**src/rtl/regfile_dump_reader_if.sv**
```systemverilog
// rtl/regfile_dump_reader_if.sv - register-file read port and debug byte stream bundle
// The master side is the dump reader; the slave side is the register file plus the UART sink.
interface regfile_dump_reader_if;
  logic        rf_req;
  logic        rf_gnt;
  logic [4:0]  rf_read_id;
  logic [31:0] rf_read_data;
  logic [7:0]  out_data;
  logic        out_valid;
  logic        out_ready;

  modport master (
    output rf_req, rf_read_id, out_data, out_valid,
    input  rf_gnt, rf_read_data, out_ready
  );

  modport slave (
    input  rf_req, rf_read_id, out_data, out_valid,
    output rf_gnt, rf_read_data, out_ready
  );
endinterface

```
**src/rtl/regfile_dump_reader.sv**
```systemverilog
// rtl/regfile_dump_reader.sv - dumps x0..x(NUM_REGS-1) as a header/data/XOR-checksum byte frame
// Register reads borrow the core's read port via req/gnt; bytes go out little-endian per register.
module regfile_dump_reader #(
  parameter int          NUM_REGS    = 32,
  parameter logic [7:0]  HEADER_BYTE = 8'hA5
) (
  input  logic clk,
  input  logic rst,
  input  logic start,
  output logic busy,
  output logic done,
  regfile_dump_reader_if.master bus
);

  typedef enum logic [2:0] {
    IDLE,
    HEADER,
    FETCH,
    SEND,
    CSUM
  } state_t;

  localparam logic [4:0] LAST_IDX = 5'(NUM_REGS - 1);

  state_t      state_q, state_d;
  logic [4:0]  index_q, index_d;
  logic [7:0]  csum_q, csum_d;
  logic [31:0] shift_q, shift_d;
  logic [1:0]  cnt_q, cnt_d;
  logic        done_q, done_d;

  always_comb begin
    state_d = state_q;
    index_d = index_q;
    csum_d  = csum_q;
    shift_d = shift_q;
    cnt_d   = cnt_q;
    done_d  = 1'b0;
    case (state_q)
      IDLE: begin
        // A start coinciding with the done pulse belongs to the finished frame and is dropped.
        if (start && !done_q) begin
          index_d = 5'd0;
          csum_d  = 8'd0;
          state_d = HEADER;
        end
      end
      HEADER: begin
        if (bus.out_ready) state_d = FETCH;
      end
      FETCH: begin
        if (bus.rf_gnt) begin
          shift_d = bus.rf_read_data;
          cnt_d   = 2'd0;
          state_d = SEND;
        end
      end
      SEND: begin
        if (bus.out_ready) begin
          csum_d  = csum_q ^ shift_q[7:0];
          shift_d = {8'h00, shift_q[31:8]};
          cnt_d   = cnt_q + 2'd1;
          if (cnt_q == 2'd3) begin
            if (index_q == LAST_IDX) begin
              state_d = CSUM;
            end else begin
              index_d = index_q + 5'd1;
              state_d = FETCH;
            end
          end
        end
      end
      CSUM: begin
        if (bus.out_ready) begin
          done_d  = 1'b1;
          state_d = IDLE;
        end
      end
      default: state_d = IDLE;
    endcase
  end

  always_ff @(posedge clk) begin
    if (rst) begin
      state_q <= IDLE;
      index_q <= 5'd0;
      csum_q  <= 8'd0;
      shift_q <= 32'd0;
      cnt_q   <= 2'd0;
      done_q  <= 1'b0;
    end else begin
      state_q <= state_d;
      index_q <= index_d;
      csum_q  <= csum_d;
      shift_q <= shift_d;
      cnt_q   <= cnt_d;
      done_q  <= done_d;
    end
  end

  // Outputs decode only registered state, so ready/gnt never reach an output combinationally.
  always_comb begin
    bus.out_data = 8'h00;
    case (state_q)
      HEADER:  bus.out_data = HEADER_BYTE;
      SEND:    bus.out_data = shift_q[7:0];
      CSUM:    bus.out_data = csum_q;
      default: bus.out_data = 8'h00;
    endcase
  end

  assign bus.out_valid  = (state_q == HEADER) || (state_q == SEND) || (state_q == CSUM);
  assign bus.rf_req     = (state_q == FETCH);
  assign bus.rf_read_id = index_q;
  assign done           = done_q;
  // The done cycle still counts as part of the dump; busy drops the cycle after.
  assign busy           = (state_q != IDLE) || done_q;

endmodule

```
**src/flat_wrapper.sv**
```systemverilog
// flat-port wrapper written by rule: the top's interface ports become plain ports
module regfile_dump_reader_flat 
#(
  parameter int          NUM_REGS    = 32,
  parameter logic [7:0]  HEADER_BYTE = 8'hA5
)
  (clk, rst, start, busy, done, bus_rf_req, bus_rf_read_id, bus_out_data, bus_out_valid, bus_rf_gnt, bus_rf_read_data, bus_out_ready);
  regfile_dump_reader_if bus_i ();
  input  logic clk;
  input  logic rst;
  input  logic start;
  output logic busy;
  output logic done;
  output wire logic [$bits(bus_i.rf_req)-1:0] bus_rf_req;
  output wire logic [$bits(bus_i.rf_read_id)-1:0] bus_rf_read_id;
  output wire logic [$bits(bus_i.out_data)-1:0] bus_out_data;
  output wire logic [$bits(bus_i.out_valid)-1:0] bus_out_valid;
  input wire logic [$bits(bus_i.rf_gnt)-1:0] bus_rf_gnt;
  input wire logic [$bits(bus_i.rf_read_data)-1:0] bus_rf_read_data;
  input wire logic [$bits(bus_i.out_ready)-1:0] bus_out_ready;
  assign bus_rf_req = bus_i.rf_req;
  assign bus_rf_read_id = bus_i.rf_read_id;
  assign bus_out_data = bus_i.out_data;
  assign bus_out_valid = bus_i.out_valid;
  assign bus_i.rf_gnt = bus_rf_gnt;
  assign bus_i.rf_read_data = bus_rf_read_data;
  assign bus_i.out_ready = bus_out_ready;
  regfile_dump_reader #(.NUM_REGS(NUM_REGS), .HEADER_BYTE(HEADER_BYTE)) u_core (.clk(clk), .rst(rst), .start(start), .busy(busy), .done(done), .bus(bus_i));
endmodule
```
**config.mk**
```make
export PLATFORM = sky130hd
export DESIGN_NAME = regfile_dump_reader_flat
export DESIGN_NICKNAME = d
export VERILOG_FILES = /design/src/rtl/regfile_dump_reader_if.sv /design/src/rtl/regfile_dump_reader.sv /design/src/flat_wrapper.sv
export SDC_FILE = /design/constraint.sdc
export NUM_CORES = 1
export LEC_CHECK = 0
export CAP_MARGIN = 20
export CELL_PAD_IN_SITES_DETAIL_PLACEMENT = 1
export CELL_PAD_IN_SITES_GLOBAL_PLACEMENT = 2
export CORE_ASPECT_RATIO = 0.9
export CORE_MARGIN = 3
export CORE_UTILIZATION = 26
export CTS_CLUSTER_DIAMETER = 50
export DETAILED_ROUTE_END_ITERATION = 8
export GPL_TIMING_DRIVEN = 0
export PLACE_DENSITY = 0.75
export REMOVE_ABC_BUFFERS = 1
export SYNTH_ARGS = -nofsm -noshare
export SYNTH_HDL_FRONTEND = slang
export SYNTH_SLANG_ARGS = --single-unit
```
**constraint.sdc**
```tcl
create_clock -name clk -period 1.7 [get_ports clk]
set_input_delay 0.17 -clock clk [delete_from_list [all_inputs] [get_ports clk]]
set_output_delay 0.17 -clock clk [all_outputs]
set_load 0.01 [all_outputs]
```
==> flow_summary.yaml <==
synthesis:
  synth_area_leader_cell: "dfxtp_1"
  synth_edf_count: 0
  ys_warn_count: 0
  synth_cell_type_count: 38
  synthFlopType: "dfxtp_1"
  syn_inst: 295
  synth_seq_area_share_pct: 41.5
  async_flop_share_pct: 0
  ys_seq_elements: 51
  post-synth-top-count-cell: "nand2_1"
  yosysTopAreaCellShare_pct: 41.5
  avgSynthCellArea_um2: 8.34
  synth_common_cells: "nand2_1, dfxtp_1, nor2_1, a21oi_1, a311oi_1"
  netlist_top_cells_area: "dfxtp_1, nand2_1, nor2_1, a311oi_2, a311oi_1"
  synth_area_um2: 2460
cells_and_area:
  area.growth.synth_to_final_pct: 40.4
  layout-drive-gt1-share_pct: 21.0
  antenna_cells: 0
  fin_nets: 396
  final_core_util_pct: 37.7
floorplan:
  coreArea_um2: 9170
  die_x_um: 109
  die_h_um: 98.3
  die_area_um2: 10700
  io_pins: 54
  std_cell_rows: 33
  start_util_pct: 26.8
routing:
  detail-route-antenna-nets: 0
  drtIter0Drc: 82
  viasPerCell: 4.98
  wire_per_inst_um: 16.0
  routed-via-count: 2385
  drc_errors: 0
  first_pass_iters: 4
  wl_um: 7680
timing:
  fmax_ghz: 0.593
  timing.final.crit_period_ns: 1.69
  maxSlewHeadroom_pct: 62.5
  worst_slew_pin_slew_ns: 0.562
  setup_ws_ns: 0.0123
  setup_viol: 0
  rsz0062_at_grt: "yes"
  hold_violations: 0
  post-route-period-util_pct: 99.3
  skew_ns: 0.00552
  slew_viol_final: 0
  finalSetupTns_ns: 0
clocking:
  clock-sinks: 51
  cts_tree: "yes"
  cts_htree_levels: 2
  clk_pin_slew_ns: 0.09
  cts_root_buf: "clkbuf_8"
  cts_hold_buffers: 0
  cts_inserted_buffers: 5
  clk_path_buf_depth: 2
  clk_latency_ns: 0.30
critical_path:
  path_cells: "inv_8, nor3_4, buf_4, a22o_1, dlygate4sd2_1"
  slowest_delay_ns: 0.43
  critPathCaptureType: "output port"
  slowest_stage: "dfxtp_4"
  arrival_ns: 1.52
  required_ns: 1.53
  worst-path-max-fanout: 7
  path_class: "flip-flop to output port"
  cp-start-kind: "flip-flop"
  reg2reg_depth: 6
min_path:
  min_path_type: "input pin to flip-flop"
  min_path_cells: 2
power:
  total_power_uw: 2410
  ir_drop_mv: 0.296
  p_leak_uw: 0.00129
  power_density_nw_per_um2: 698
outcome:
  status: "finished, final reports clean"
place:
  io_buffers: 53
  dp_hpwl_um: 4380
  post-place-ws_ns: -1.10
  gp_congestion: 0.685
grt:
  grt_usage_pct: 13.8
  antenna_found_initial: 0
  grt_max_degree: 50
  grt_pass1_vias: 2344
  grt_pass1_wl_um: 11800
  overflow: 0
run:
  drv_cap: 0
[per-stage QoR]
stage          cells  instance area, um^2  hold slack, ns
2_1_floorplan    269                 2320           0.238
3_3_place_gp     444                 3000           0.442
3_5_place_dp     447                 3050           0.450
4_1_cts          475                 3400           0.314
5_1_grt          479                 3450           0.335
6_report         479                 3450           0.329
[report_power, final]
| group | switching [uW] | internal, uW | total [uW] |
|---|---|---|---|
| clock network | 415 | 283 | 699 |
| registers | 36.9 | 1230 | 1270 |
| logic | 215 | 225 | 440 |
| total | 668 | 1740 | 2410 |
[critical path: cells and delay by family (launching register included)]
family | cells | cell delay, ns
DFF | 1 | 0.43
AOI/OAI and AO/OA | 1 | 0.14
and+or+nand+nor | 1 | 0.14
buffers and inverters | 3 | 0.50
[final cells by class]
class	count	area, um^2
fillers	1099	5710
well taps	122	153
multi-input cells	217	1420
repair buffers	78	743
inverters	3	18.8
clock buffers	5	68.8
clock inverters	3	15.0
flip-flops and latches	51	1030
[flip-flops by register name, summed over array words and instances, names as in the netlist]
register               count
u_core.done                1
u_core.bus.rf_read_id      5
u_core.shift_q            32
u_core.csum_q              8
u_core.cnt_q               2
u_core.state_q             3
[logic make-up after synthesis]
| kind of cell | Yosys count | synth area share [%] |
|---|---|---|
| and+or+nand+nor | 139 | 25.9 |
| adders and majority gates | 3 | 1.53 |
| DFF | 51 | 41.5 |
| AOI/OAI and AO/OA | 70 | 23.4 |
| buffers and inverters | 29 | 6.21 |
| muxes | 3 | 1.42 |
[placed cells by master (no fill, tap or decap), types with 11 or more instances in the layout]
master,instances
nor2_1,46
a311oi_2,11
dfxtp_1,46
a311oi_1,13
nand2_1,54
buf_4,21
a21oi_1,13
clkdlybuf4s50_1,41
[final timing paths]
path | end | slack (ns) | startpoint
max | bus_out_data[2] | 0.01 | u_core.state_q[2]$_SDFFE_PP0P_
min | u_core.shift_q[25]$_SDFFE_PP0P_ | 0.33 | rst
max reg2reg | u_core.bus.rf_read_id[1]$_SDFFE_PP0P_ | 0.04 | u_core.state_q[0]$_SDFFE_PP0P_
min reg2reg | u_core.cnt_q[1]$_SDFFE_PP0P_ | 0.46 | u_core.cnt_q[1]$_SDFFE_PP0P_
[what timing repair did]
item	4_1_cts	5_1_grt
setup buffers	18	3
pin swaps	5	4
gates cloned	2	1
endpoints found under the hold margin	0	0
resized for setup	49	15
setup endpoints to repair	61	48
[layer usage]
metal / routed length (um) / share of wire [%] / global-route usage (%) / vias to the layer above
met4: 69 / 0.90 / 2.91 / 0
li1: - / - / - / 1173
met3: 253 / 3.3 / 2.45 / 8
met2: 3640 / 47 / 22.8 / 44
met5: 0 / 0 / 0 / -
met1: 3710 / 48 / 19.0 / 1160
No activity file was read; power rests on OpenSTA's default activity.
